`src/rtl/traffic_phase_scheduler_if.sv`:
```
// Junction sensor/lamp bundle: controller side uses the slave modport, sensor/lamp side the master.
// All lamp-side signals are registered inside the scheduler; no input feeds an output combinationally.
interface traffic_phase_scheduler_if;
  logic       tick;
  logic       sensor;
  logic       ped_req;
  logic [1:0] highway;
  logic [1:0] small_road;
  logic       ped_walk;
  logic       ped_pending;
  logic [2:0] phase;

  modport master (
    output tick, sensor, ped_req,
    input  highway, small_road, ped_walk, ped_pending, phase
  );

  modport slave (
    input  tick, sensor, ped_req,
    output highway, small_road, ped_walk, ped_pending, phase
  );
endinterface

```
`src/rtl/traffic_phase_scheduler.sv`:
```
// Tick-timed highway/side-road phase sequencer with latched pedestrian service.
// Outputs are registered from the next state, so lamps change on the same edge as the state.
module traffic_phase_scheduler #(
  parameter int CNT_W        = 8,
  parameter int HW_MIN_GREEN = 10,
  parameter int YEL_TIME     = 3,
  parameter int ALLRED_TIME  = 2,
  parameter int SR_MIN_GREEN = 4,
  parameter int SR_MAX_GREEN = 8
) (
  input  logic                     clk,
  input  logic                     clr_n,
  traffic_phase_scheduler_if.slave tps
);

  localparam logic [1:0] RED    = 2'd0;
  localparam logic [1:0] YELLOW = 2'd1;
  localparam logic [1:0] GREEN  = 2'd2;

  localparam logic [CNT_W-1:0] CNT_MAX    = {CNT_W{1'b1}};
  localparam logic [CNT_W-1:0] HW_MIN_M1  = CNT_W'(HW_MIN_GREEN - 1);
  localparam logic [CNT_W-1:0] YEL_M1     = CNT_W'(YEL_TIME - 1);
  localparam logic [CNT_W-1:0] ALLRED_M1  = CNT_W'(ALLRED_TIME - 1);
  localparam logic [CNT_W-1:0] SR_MIN_M1  = CNT_W'(SR_MIN_GREEN - 1);
  localparam logic [CNT_W-1:0] SR_MAX_M1  = CNT_W'(SR_MAX_GREEN - 1);

  typedef enum logic [2:0] {
    HW_GRN = 3'd0,
    HW_YEL = 3'd1,
    AR1    = 3'd2,
    SR_GRN = 3'd3,
    SR_YEL = 3'd4,
    AR2    = 3'd5,
    BAD6   = 3'd6,
    BAD7   = 3'd7
  } state_e;

  state_e             state_q, state_d;
  logic [CNT_W-1:0]   cnt_q, cnt_d;
  logic               pend_q, pend_d;
  logic               walk_q, walk_d;
  logic [1:0]         hw_q, sr_q;
  logic [2:0]         phase_q;
  logic               sr_enter;
  logic               sr_exit;

  // Head encoding {highway, small_road} for a given state.
  function automatic logic [3:0] heads_of(input state_e s);
    case (s)
      HW_GRN:  heads_of = {GREEN,  RED};
      HW_YEL:  heads_of = {YELLOW, RED};
      SR_GRN:  heads_of = {RED,    GREEN};
      SR_YEL:  heads_of = {RED,    YELLOW};
      default: heads_of = {RED,    RED};
    endcase
  endfunction

  always_comb begin
    state_d = state_q;
    case (state_q)
      HW_GRN: if (tps.tick && cnt_q >= HW_MIN_M1 && (tps.sensor || pend_q)) state_d = HW_YEL;
      HW_YEL: if (tps.tick && cnt_q == YEL_M1)    state_d = AR1;
      AR1:    if (tps.tick && cnt_q == ALLRED_M1) state_d = SR_GRN;
      SR_GRN: if (tps.tick && (cnt_q == SR_MAX_M1 || (cnt_q >= SR_MIN_M1 && !tps.sensor)))
                state_d = SR_YEL;
      SR_YEL: if (tps.tick && cnt_q == YEL_M1)    state_d = AR2;
      AR2:    if (tps.tick && cnt_q == ALLRED_M1) state_d = HW_GRN;
      // Unreachable codes recover through a clearance phase, independent of tick.
      default: state_d = AR2;
    endcase
  end

  always_comb begin
    sr_enter = (state_q == AR1) && (state_d == SR_GRN);
    sr_exit  = (state_q == SR_GRN) && (state_d != SR_GRN);

    cnt_d = cnt_q;
    if (state_d != state_q) begin
      cnt_d = '0;
    end else if (tps.tick && cnt_q != CNT_MAX) begin
      cnt_d = cnt_q + 1'b1;
    end

    // A fresh press on the service edge must survive into the next cycle of phases.
    pend_d = pend_q;
    if (tps.ped_req) begin
      pend_d = 1'b1;
    end else if (sr_enter) begin
      pend_d = 1'b0;
    end

    walk_d = walk_q;
    if (sr_enter) begin
      walk_d = pend_q;
    end else if (sr_exit) begin
      walk_d = 1'b0;
    end
  end

  always_ff @(posedge clk or negedge clr_n) begin
    if (!clr_n) begin
      state_q <= HW_GRN;
      cnt_q   <= '0;
      pend_q  <= 1'b0;
      walk_q  <= 1'b0;
      hw_q    <= GREEN;
      sr_q    <= RED;
      phase_q <= 3'd0;
    end else begin
      state_q          <= state_d;
      cnt_q            <= cnt_d;
      pend_q           <= pend_d;
      walk_q           <= walk_d;
      {hw_q, sr_q}     <= heads_of(state_d);
      phase_q          <= state_d;
    end
  end

  assign tps.highway     = hw_q;
  assign tps.small_road  = sr_q;
  assign tps.ped_walk    = walk_q;
  assign tps.ped_pending = pend_q;
  assign tps.phase       = phase_q;

endmodule

```
`src/flat_wrapper.sv`:
```
// flat-port wrapper written by rule: the top's interface ports become plain ports
module traffic_phase_scheduler_flat 
#(
  parameter int CNT_W        = 8,
  parameter int HW_MIN_GREEN = 10,
  parameter int YEL_TIME     = 3,
  parameter int ALLRED_TIME  = 2,
  parameter int SR_MIN_GREEN = 4,
  parameter int SR_MAX_GREEN = 8
)
  (clk, clr_n, tps_tick, tps_sensor, tps_ped_req, tps_highway, tps_small_road, tps_ped_walk, tps_ped_pending, tps_phase);
  traffic_phase_scheduler_if tps_i ();
  input  logic clk;
  input  logic clr_n;
  input wire logic [$bits(tps_i.tick)-1:0] tps_tick;
  input wire logic [$bits(tps_i.sensor)-1:0] tps_sensor;
  input wire logic [$bits(tps_i.ped_req)-1:0] tps_ped_req;
  output wire logic [$bits(tps_i.highway)-1:0] tps_highway;
  output wire logic [$bits(tps_i.small_road)-1:0] tps_small_road;
  output wire logic [$bits(tps_i.ped_walk)-1:0] tps_ped_walk;
  output wire logic [$bits(tps_i.ped_pending)-1:0] tps_ped_pending;
  output wire logic [$bits(tps_i.phase)-1:0] tps_phase;
  assign tps_i.tick = tps_tick;
  assign tps_i.sensor = tps_sensor;
  assign tps_i.ped_req = tps_ped_req;
  assign tps_highway = tps_i.highway;
  assign tps_small_road = tps_i.small_road;
  assign tps_ped_walk = tps_i.ped_walk;
  assign tps_ped_pending = tps_i.ped_pending;
  assign tps_phase = tps_i.phase;
  traffic_phase_scheduler #(.CNT_W(CNT_W), .HW_MIN_GREEN(HW_MIN_GREEN), .YEL_TIME(YEL_TIME), .ALLRED_TIME(ALLRED_TIME), .SR_MIN_GREEN(SR_MIN_GREEN), .SR_MAX_GREEN(SR_MAX_GREEN)) u_core (.clk(clk), .clr_n(clr_n), .tps(tps_i));
endmodule
```
`config.mk`:
```
export PLATFORM = sky130hd
export DESIGN_NAME = traffic_phase_scheduler_flat
export DESIGN_NICKNAME = d
export VERILOG_FILES = /design/src/rtl/traffic_phase_scheduler_if.sv /design/src/rtl/traffic_phase_scheduler.sv /design/src/flat_wrapper.sv
export SDC_FILE = /design/constraint.sdc
export NUM_CORES = 1
export LEC_CHECK = 0
export ABC_CLOCK_PERIOD_IN_PS = 6150
export CAP_MARGIN = 25
export CORE_MARGIN = 8
export CORE_UTILIZATION = 57
export DETAILED_ROUTE_END_ITERATION = 10
export PLACE_DENSITY = 0.8
export SLEW_MARGIN = 40
export SYNTH_ARGS = -nofsm -noshare
export SYNTH_HDL_FRONTEND = slang
export SYNTH_SLANG_ARGS = --single-unit
```
`constraint.sdc`:
```
create_clock -name clk -period 6.15 [get_ports clk]
set_input_delay 0.615 -clock clk [delete_from_list [all_inputs] [get_ports clk]]
set_output_delay 0.615 -clock clk [all_outputs]
set_load 0.02 [all_outputs]
```
==> run metrics, run 1 <==
Final Hold Vio Count=0; Post-synth EDFFs=0; ys async rst share=1.00; final instance area=~1200 µm²; DRT antenna net count=0; vias per cell=5.76; first-pass GRT wire length=3620 µm; core area=1710 µm²; Syn Area/Cell=9.38 µm²; Post-CTS Hold Fix Bufs=0; unrepaired setup endpoints after global routing=false; commonest non-fill, non-tap cell in the layout=dfrtp_1; placed cells=approximately 140; sequential share of the synthesized area=0.421; measured slew at the worst slew-check pin=0.743 ns; post-synthesis net count=117; Cell Pwr Density=about 440 nW/µm²; Synth Register Bits=17; DRT iter0 DRCs=26; placed cell areas=1160 µm²; Sw Pwr=0.000234 W; htree depth=1; WL final=about 2100 µm; Worst setup SP type=input port; IR drop worst, VDD=0.227 mV; vias in the first global route=777; Sw Share=0.446; Slew Limit Fails=0; clock tree buffer depth=2; layout cells sized above 1=0.107; clock root cell=clkbuf_4; initial antenna violation count=0; Starting Density=0.593; # IOs=14; Setup Buffers After CTS=0; via count=846; crit path DAT=roughly 2.6 ns; power share of the sequential group=0.392; die area=3380 µm²; Clock Power Share=0.115; clock sinks=17; CP Max Fanout=8; Setup Skew=approximately 0.00074 ns; leak pwr=a little under 0.5 nW; max_cap viols=0; hold crit path type=in -> async; Final setup viols=0; fin crit period=2.42 ns; cells on worst reg2reg path=7; Req. time, crit path=6.34 ns; Post-Syn Area=between 1000 and 1500 µm²; Worst Setup EP=u_core.tps.small_road[0]$_DFF_PN0_; Clk pin slew, worst setup/hold paths=0.10 ns; grt ovf=0; fin crit share=0.394; Rows=15; Port Buffer Count=13; Worst setup EP type=flip-flop; Int Pwr=0.000290 W; Worst-Skew Late Latency=0.29 ns; setup slack, reg-to-reg=3.78 ns; largest net degree at the start of global routing=18; total track usage=0.135; ANT cells=0; Logic pwr share=0.493; Highest Clock Rate=0.413 GHz; Cells after Synth=108; total CTS buffers=3; r2r startpoint=u_core.cnt_q[1]$_DFFE_PN0P_; Layout area overhead=17.0%; leading register cell type out of synthesis=dfrtp_1; Slew headroom=0.500; first drt pass iteration count=4; # resized after CTS=0; status=finished clean; sum of negative setup slack=0 ns; Wirelength per Cell=roughly 15 µm; Net count, final=132; most frequent cells in the layout=16 x dfrtp_1, 12 x clkdlybuf4s50_1, 11 x nand2_1; worst setup path class=in -> reg; Yosys cell types=~40; residual DRC count=0; FF-to-FF End=u_core.cnt_q[2]$_DFFE_PN0P_; die height=roughly 58 µm; fin cells=147; routability cong.=0.843; die width=58.2 µm; yosys synthesis warning count=0; TritonCTS clock tree=built; Worst Setup SP=tps_tick; dpl hpwl=1630 µm
cells by family after synthesis:
group	count (synthesis)	synth area share
simple gates	53	0.298
compound gates	20	0.138
flops	17	0.421
xor+xnor	6	0.0519
buf+inv	6	0.0222
fa+ha+maj	4	0.0494
mux	2	0.0198
area by class of cell:
type | instances | area, µm²
Clock inverter | 1 | 5.00
Multi-Input combinational cell | 85 | 564
Timing Repair Buffer | 13 | 125
Sequential cell | 17 | 427
Inverter | 3 | 11.3
Tap cell | 25 | 31.3
Fill cell | 138 | 522
Clock buffer | 3 | 22.5
power by group through the flow:
stage	registers (W)	clock network [W]	logic [W]
final	0.000206	0.0000604	0.000258
after global routing	0.000214	0.0000650	0.000289
after CTS	0.000205	0.0000611	0.000259
after detailed placement	0.000207	0	0.000258
after global placement	0.000205	0	0.000251
after floorplan	0.000202	0	0.000178
Yosys cell counts, types with 2 or more instances:
cell type  number  area share
mux2i_1         2       0.020
ha_1            4       0.049
a31oi_1         4       0.025
nand2b_1        2       0.012
a21oi_1         4       0.020
inv_1           3       0.011
nor2b_1         3       0.019
nand3_1         7       0.035
nor3_1          3       0.015
nand2_1        11       0.041
and3b_1         2       0.017
nor2_1         10       0.037
clkbuf_1        3       0.011
xor2_1          2       0.017
xnor2_1         4       0.035
o21ai_0         3       0.015
dfrtp_1        16        0.40
nor3_2          2       0.020
how the worst min path moves through the flow:
stage	from	to	depth (start not counted)
after floorplan	clr_n	u_core.cnt_q[0]$_DFFE_PN0P_	0
after global placement	u_core.tps.ped_walk$_DFFE_PN0P_	u_core.tps.ped_walk$_DFFE_PN0P_	1
after detailed placement	u_core.tps.ped_walk$_DFFE_PN0P_	u_core.tps.ped_walk$_DFFE_PN0P_	1
after CTS	u_core.tps.ped_walk$_DFFE_PN0P_	u_core.tps.ped_walk$_DFFE_PN0P_	1
after global routing	clr_n	u_core.state_q[1]$_DFF_PN0_	1
final	clr_n	u_core.cnt_q[2]$_DFFE_PN0P_	1
flip-flops by register name, indices dropped and copies added (netlist names):
register / cells
u_core.tps.ped_pending: 1
u_core.tps.ped_walk: 1
u_core.cnt_q: 8
u_core.tps.small_road: 2
u_core.tps.highway: 2
u_core.state_q: 3
worst max-delay path, cell delays in order:
cell and delay [ns]:
clkdlybuf4s50_1 0.58, nor3b_1 0.47, nand3_1 0.22, o21ai_0 0.17
or3b_1 0.40, nor2b_1 0.15
metrics by stage:
step                      power (W)  hold WS (ns)  setup slack (ns)  utilization
after floorplan            0.000381         0.319              4.06            -
after global placement     0.000456         0.513              3.49        0.681
after detailed placement   0.000465         0.531              3.44        0.681
after CTS                  0.000525         0.555              3.75        0.697
after global routing       0.000569         0.249              3.56        0.695
final                      0.000524         0.224              3.73        0.695
metal layers:
layer	part of all wire	track usage	vias up
met3	0.041	0.0221	2
met1	0.45	0.171	408
li1	-	-	415
met5	0	0	-
met2	0.50	0.221	21
met4	0.0065	0.0559	0
No activity file was read; power rests on OpenSTA's default activity.
==> run 2, diff against run 1 <==
--- a/config.mk
+++ b/config.mk
@@ -5,12 +5,12 @@
 export SDC_FILE = /design/constraint.sdc
 export NUM_CORES = 1
 export LEC_CHECK = 0
-export ABC_CLOCK_PERIOD_IN_PS = 6150
+export ABC_CLOCK_PERIOD_IN_PS = 2300
 export CAP_MARGIN = 25
 export CORE_MARGIN = 8
-export CORE_UTILIZATION = 57
+export CORE_UTILIZATION = 53
 export DETAILED_ROUTE_END_ITERATION = 10
-export PLACE_DENSITY = 0.8
+export PLACE_DENSITY = 0.75
 export SLEW_MARGIN = 40
 export SYNTH_ARGS = -nofsm -noshare
 export SYNTH_HDL_FRONTEND = slang
==> constraint.sdc (replaced) <==
create_clock -name clk -period 2.3 [get_ports clk]
set_input_delay 0.23 -clock clk [delete_from_list [all_inputs] [get_ports clk]]
set_output_delay 0.23 -clock clk [all_outputs]
set_load 0.02 [all_outputs]
==> run metrics, run 2 (synthesized netlist as in run 1, its figures left out) <==
Sw Share=0.438 (was 0.446); Clock Power Share=0.107 (was 0.115); routability cong.=0.831 (was 0.843); residual DRC count=0 (unchanged); FF-to-FF End=u_core.cnt_q[3]$_DFFE_PN0P_ (was u_core.cnt_q[2]$_DFFE_PN0P_); WL final=2330 µm (was 2150 µm); r2r startpoint=u_core.cnt_q[1]$_DFFE_PN0P_ (unchanged); DRT antenna net count=0 (unchanged); setup slack, reg-to-reg=0.14 ns (was 3.78 ns); Top Registers=u_core.cnt_q x8, u_core.state_q x3 (unchanged); Slew headroom=0.715 (was 0.500); pre-CTS setup slack=0.0268 ns (was 3.44 ns); # IOs=14 (unchanged); via count=889 (was 846); TritonCTS clock tree=built (unchanged); DRT iter0 DRCs=25 (was 26); Net count, final=144 (was 132); initial antenna violation count=0 (unchanged); htree depth=1 (unchanged); WHS=0.361 ns (was 0.224 ns); max_cap viols=0 (unchanged); sum of negative setup slack=0 ns (unchanged); Clk pin slew, worst setup/hold paths=0.11 ns (was 0.10 ns); largest net degree at the start of global routing=18 (unchanged); die height=59.7 µm (was 58.2 µm); die area=3570 µm² (was 3380 µm²); dpl hpwl=1700 µm (was 1630 µm); Worst setup EP type=flip-flop (unchanged); fin crit share=0.938; most frequent cells in the layout=16 x dfrtp_1, 12 x clkdlybuf4s50_1, 11 x nand2_1, 11 x buf_4, 10 x nor2_1 (was 16 x dfrtp_1, 12 x clkdlybuf4s50_1, 11 x nand2_1); max FFs per register=8 (unchanged); Port Buffer Count=13 (unchanged); Setup Skew=0.00764 ns (was 0.000737 ns); fin crit period=2.16 ns; Req. time, crit path=2.53 ns (was 6.34 ns); largest register by flop count=u_core.cnt_q (unchanged); cells on worst reg2reg path=8 (was 7); Cell Pwr Density=1200 nW/µm² (was 442 nW/µm²); worst setup path class=reg -> reg (was in -> reg); Slew Limit Fails=0 (unchanged); total track usage=0.145 (was 0.135); FILL cells=146 (was 138); register area=427 µm² (unchanged); Layout area overhead=28.1% (was 17.0%); Worst-Skew Late Latency=0.30 ns (was 0.29 ns); Wirelength per Cell=14.4 µm (was 14.6 µm); Final Hold Vio Count=0 (unchanged); unrepaired setup endpoints after global routing=false (unchanged); Sw Pwr=0.000682 W (was 0.000234 W); Logic pwr share=0.550 (was 0.493); Starting Density=0.539 (was 0.593); CP Max Fanout=7 (was 8); Worst Setup SP=u_core.cnt_q[1]$_DFFE_PN0P_ (was tps_tick); layout cells sized above 1=0.194 (was 0.107); vias per cell=5.52 (was 5.76); Int Pwr=0.000873 W (was 0.000290 W); grt ovf=0 (unchanged); final worst slack=0.142 ns (was 3.73 ns); clock sinks=17 (unchanged); ANT cells=0 (unchanged); measured slew at the worst slew-check pin=0.427 ns (was 0.743 ns); core area=1880 µm² (was 1710 µm²); crit path DAT=2.39 ns (was 2.61 ns); status=finished clean (unchanged); die width=59.7 µm (was 58.2 µm); power share of the sequential group=0.343 (was 0.392); Worst setup SP type=flip-flop (was input port); commonest non-fill, non-tap cell in the layout=dfrtp_1 (unchanged); Rows=16 (was 15); hold crit path type=in -> async (unchanged); first-pass GRT wire length=3890 µm (was 3620 µm); vias in the first global route=853 (was 777); first drt pass iteration count=4 (unchanged); leak pwr=0.559 nW (was 0.497 nW); IR drop worst, VDD=0.719 mV (was 0.227 mV); multi-input logic area=582 µm² (was 564 µm²); clock root cell=clkbuf_4 (unchanged); clock tree buffer depth=2 (unchanged); total CTS buffers=3 (unchanged); Highest Clock Rate=0.463 GHz; Final setup viols=0 (unchanged)
run 2: cell count changes in the layout (fill, tap and decap cells not counted), sizes merged:
cell,before,now
buf,1,12
dlygate4sd3,0,1
run 2: repair_timing:
action | in CTS | in global routing
endpoints found under the hold margin | 0 | 16
endpoints found under the setup margin | 1 | 8
buffers inserted | 1 | 3
pin swaps | 2 | 1
hold buffers | 0 | 1
gates resized for setup | 0 | 4
run 2: layout make-up:
| cell class | instances | area share |
|---|---|---|
| well taps | 27 | 0.0260 |
| clock inverters | 1 | 0.00385 |
| clock buffers | 3 | 0.0173 |
| repair buffers | 25 | 0.168 |
| inverters | 3 | 0.00867 |
| multi-input cells | 85 | 0.448 |
| flip-flops and latches | 17 | 0.329 |
run 2: metrics by stage:
stage,util,power (W),instances,cell area [µm²]
2_1_floorplan,-,0.00102,108,1010
3_3_place_gp,0.648,0.00127,152,1220
3_5_place_dp,0.648,0.00129,152,1220
4_1_cts,0.666,0.00147,157,1250
5_1_grt,0.690,0.00168,161,1300
6_report,0.690,0.00156,161,1300
run 2: worst max-delay path by stage:
stage                             endpoint  depth (start not counted)
2_1_floorplan  u_core.cnt_q[2]$_DFFE_PN0P_                          7
3_3_place_gp   u_core.cnt_q[2]$_DFFE_PN0P_                          7
3_5_place_dp   u_core.cnt_q[2]$_DFFE_PN0P_                          7
4_1_cts        u_core.cnt_q[3]$_DFFE_PN0P_                          8
5_1_grt        u_core.cnt_q[3]$_DFFE_PN0P_                          8
6_report       u_core.cnt_q[3]$_DFFE_PN0P_                          8
run 2: layer usage:
| metal | GRT usage | share of wire |
|---|---|---|
| met1 | 0.166 | 0.41 |
| met4 | 0.0918 | 0.034 |
| met5 | 0 | 0 |
| met3 | 0.0344 | 0.069 |
| met2 | 0.235 | 0.48 |
run 2: power by group through the flow:
stage	registers, W	logic [W]	clock network, W
finish	0.000533	0.000856	0.000166
CTS	0.000532	0.000771	0.000169
global route	0.000552	0.000943	0.000181
floorplan	0.000541	0.000477	0
detailed placement	0.000537	0.000752	0
global placement	0.000537	0.000730	0
run 2: critical path, stage by stage (launching register included):
cell      delay (ns)
dfrtp_1         0.39
inv_1           0.08
ha_1            0.23
or3b_4          0.40
a31oi_4         0.15
o21ai_1         0.13
a2111o_1        0.42
buf_4           0.18
nor2_1          0.11
==> run 3, diff against run 2 <==
--- a/config.mk
+++ b/config.mk
@@ -10,7 +10,7 @@
 export CORE_MARGIN = 8
 export CORE_UTILIZATION = 53
 export DETAILED_ROUTE_END_ITERATION = 10
-export PLACE_DENSITY = 0.75
+export PLACE_DENSITY_LB_ADDON = 0.12
 export SLEW_MARGIN = 40
 export SYNTH_ARGS = -nofsm -noshare
 export SYNTH_HDL_FRONTEND = slang
==> run metrics, run 3 (synthesized netlist as in run 1, its figures left out) <==
status=finished clean (unchanged); commonest non-fill, non-tap cell in the layout=dfrtp_1 (unchanged); hold crit path type=in -> async (unchanged); clock sinks=17 (unchanged); dpl hpwl=1640 µm (was 1700 µm); initial antenna violation count=0 (unchanged); Slew Limit Fails=0 (unchanged); Layout area overhead=24.3% (was 28.1%); die area=3570 µm² (unchanged); ANT cells=0 (unchanged); vias in the first global route=780 (was 853); residual DRC count=0 (unchanged); Worst setup EP type=flip-flop (unchanged); first drt pass iteration count=4 (unchanged); fin crit share=0.955 (was 0.938); Starting Density=0.539 (unchanged); core area=1880 µm² (unchanged); measured slew at the worst slew-check pin=0.370 ns (was 0.427 ns); first-pass GRT wire length=3550 µm (was 3890 µm); total CTS buffers=3 (unchanged); Req. time, crit path=2.53 ns (about the same); Final setup viols=0 (unchanged); Wirelength per Cell=14.2 µm (was 14.4 µm); Worst-Skew Late Latency=0.30 ns (about the same); Setup Skew=0.00297 ns (was 0.00764 ns); largest net degree at the start of global routing=18 (unchanged); Clk pin slew, worst setup/hold paths=0.10 ns (was 0.11 ns); crit path DAT=2.42 ns (was 2.39 ns); die height=59.7 µm (unchanged); most frequent cells in the layout=16 x dfrtp_1, 12 x clkdlybuf4s50_1, 11 x nand2_1 (was 16 x dfrtp_1, 12 x clkdlybuf4s50_1, 11 x nand2_1, 11 x buf_4, 10 x nor2_1); register area=427 µm² (unchanged); routability cong.=0.844 (was 0.831); total track usage=0.130 (was 0.145); Top Registers=u_core.cnt_q x8, u_core.state_q x3 (unchanged); cells on worst reg2reg path=7 (was 8); sum of negative setup slack=0 ns (unchanged); leak pwr=0.531 nW (was 0.559 nW); Worst setup SP type=flip-flop (unchanged); max_cap viols=0 (unchanged); # IOs=14 (unchanged); Highest Clock Rate=0.455 GHz (was 0.463 GHz); grt ovf=0 (unchanged); worst setup path class=reg -> reg (unchanged); Net count, final=140 (was 144); DRT antenna net count=0 (unchanged); htree depth=1 (unchanged); clock tree buffer depth=2 (unchanged); largest register by flop count=u_core.cnt_q (unchanged); Slew headroom=0.753 (was 0.715); FILL cells=168 (was 146); multi-input logic area=573 µm² (was 582 µm²); layout cells sized above 1=0.177 (was 0.194); Cell Pwr Density=1180 nW/µm² (was 1200 nW/µm²); WL final=2240 µm (was 2330 µm); Rows=16 (unchanged); clock root cell=clkbuf_4 (unchanged); Port Buffer Count=13 (unchanged); fin cells=157 (was 161); via count=861 (was 889); vias per cell=5.48 (was 5.52); die width=59.7 µm (unchanged); max FFs per register=8 (unchanged); Final Hold Vio Count=0 (unchanged); CP Max Fanout=8 (was 7); TritonCTS clock tree=built (unchanged); placed cells=151 (was 152); DRT iter0 DRCs=30 (was 25); fin crit period=2.20 ns (was 2.16 ns); IR drop worst, VDD=0.893 mV (was 0.719 mV)
[run 3: metal layers]
layer / share of wire / vias up / GRT usage / wire length, µm
met2: 0.47 / 22 / 0.206 / 1050
met1: 0.46 / 402 / 0.166 / 1020
met4: 0.018 / 0 / 0.0510 / 41
li1: - / 431 / - / -
met3: 0.055 / 6 / 0.0280 / 122
met5: 0 / - / 0 / 0
[run 3: critical path, stage by stage, from the launching register on]
cell      delay (ns)
dfrtp_1         0.39
inv_1           0.08
ha_2            0.20
or3b_2          0.46
a31oi_2         0.17
o21ai_1         0.10
a2111o_1        0.56
nor2_1          0.16
[run 3: path summary, 6_finish.rpt]
path,from,to,slack (ns)
worst max register to register,u_core.cnt_q[1]$_DFFE_PN0P_,u_core.cnt_q[3]$_DFFE_PN0P_,0.10
max in group asynchronous,clr_n,u_core.tps.highway[1]$_DFF_PN1_,1.63
worst min-delay path,clr_n,u_core.tps.small_road[0]$_DFF_PN0_,0.36
worst min register to register,u_core.tps.ped_walk$_DFFE_PN0P_,u_core.tps.ped_walk$_DFFE_PN0P_,0.52
worst max-delay path,u_core.cnt_q[1]$_DFFE_PN0P_,u_core.cnt_q[3]$_DFFE_PN0P_,0.10
min in group clk,tps_ped_req,u_core.tps.ped_pending$_DFFE_PN0P_,0.49
[run 3: final cells by class]
cell class              count  area share
multi-input cells          85       0.455
clock buffers               3      0.0179
well taps                  27      0.0268
repair buffers             21       0.149
clock inverters             1     0.00397
inverters                   3     0.00894
flip-flops and latches     17       0.339
[run 3: stage by stage]
stage / setup WS, ns / util / hold WS, ns / total power (W) / area, µm²
2_1_floorplan: 0.215 / - / -0.0656 / 0.00102 / 1010
3_3_place_gp: 0.116 / 0.644 / 0.499 / 0.00126 / 1210
3_5_place_dp: 0.0284 / 0.644 / 0.506 / 0.00128 / 1210
4_1_cts: 0.0121 / 0.658 / 0.399 / 0.00144 / 1240
5_1_grt: -0.0293 / 0.670 / 0.417 / 0.00159 / 1260
6_report: 0.105 / 0.670 / 0.363 / 0.00148 / 1260
[run 3: report_power, final]
part           switching (W)  total, W  internal [W]
Sequential          0.000132  0.000533      0.000401
Combinational       0.000421  0.000786      0.000365
Clock              0.0000976  0.000162     0.0000648
[run 3: what timing repair did]
item	in CTS	in global routing
endpoints found under the setup margin	0	8
hold endpoints to repair	0	16
buffers inserted	0	1
hold buffers	0	1
gates resized for setup	0	3
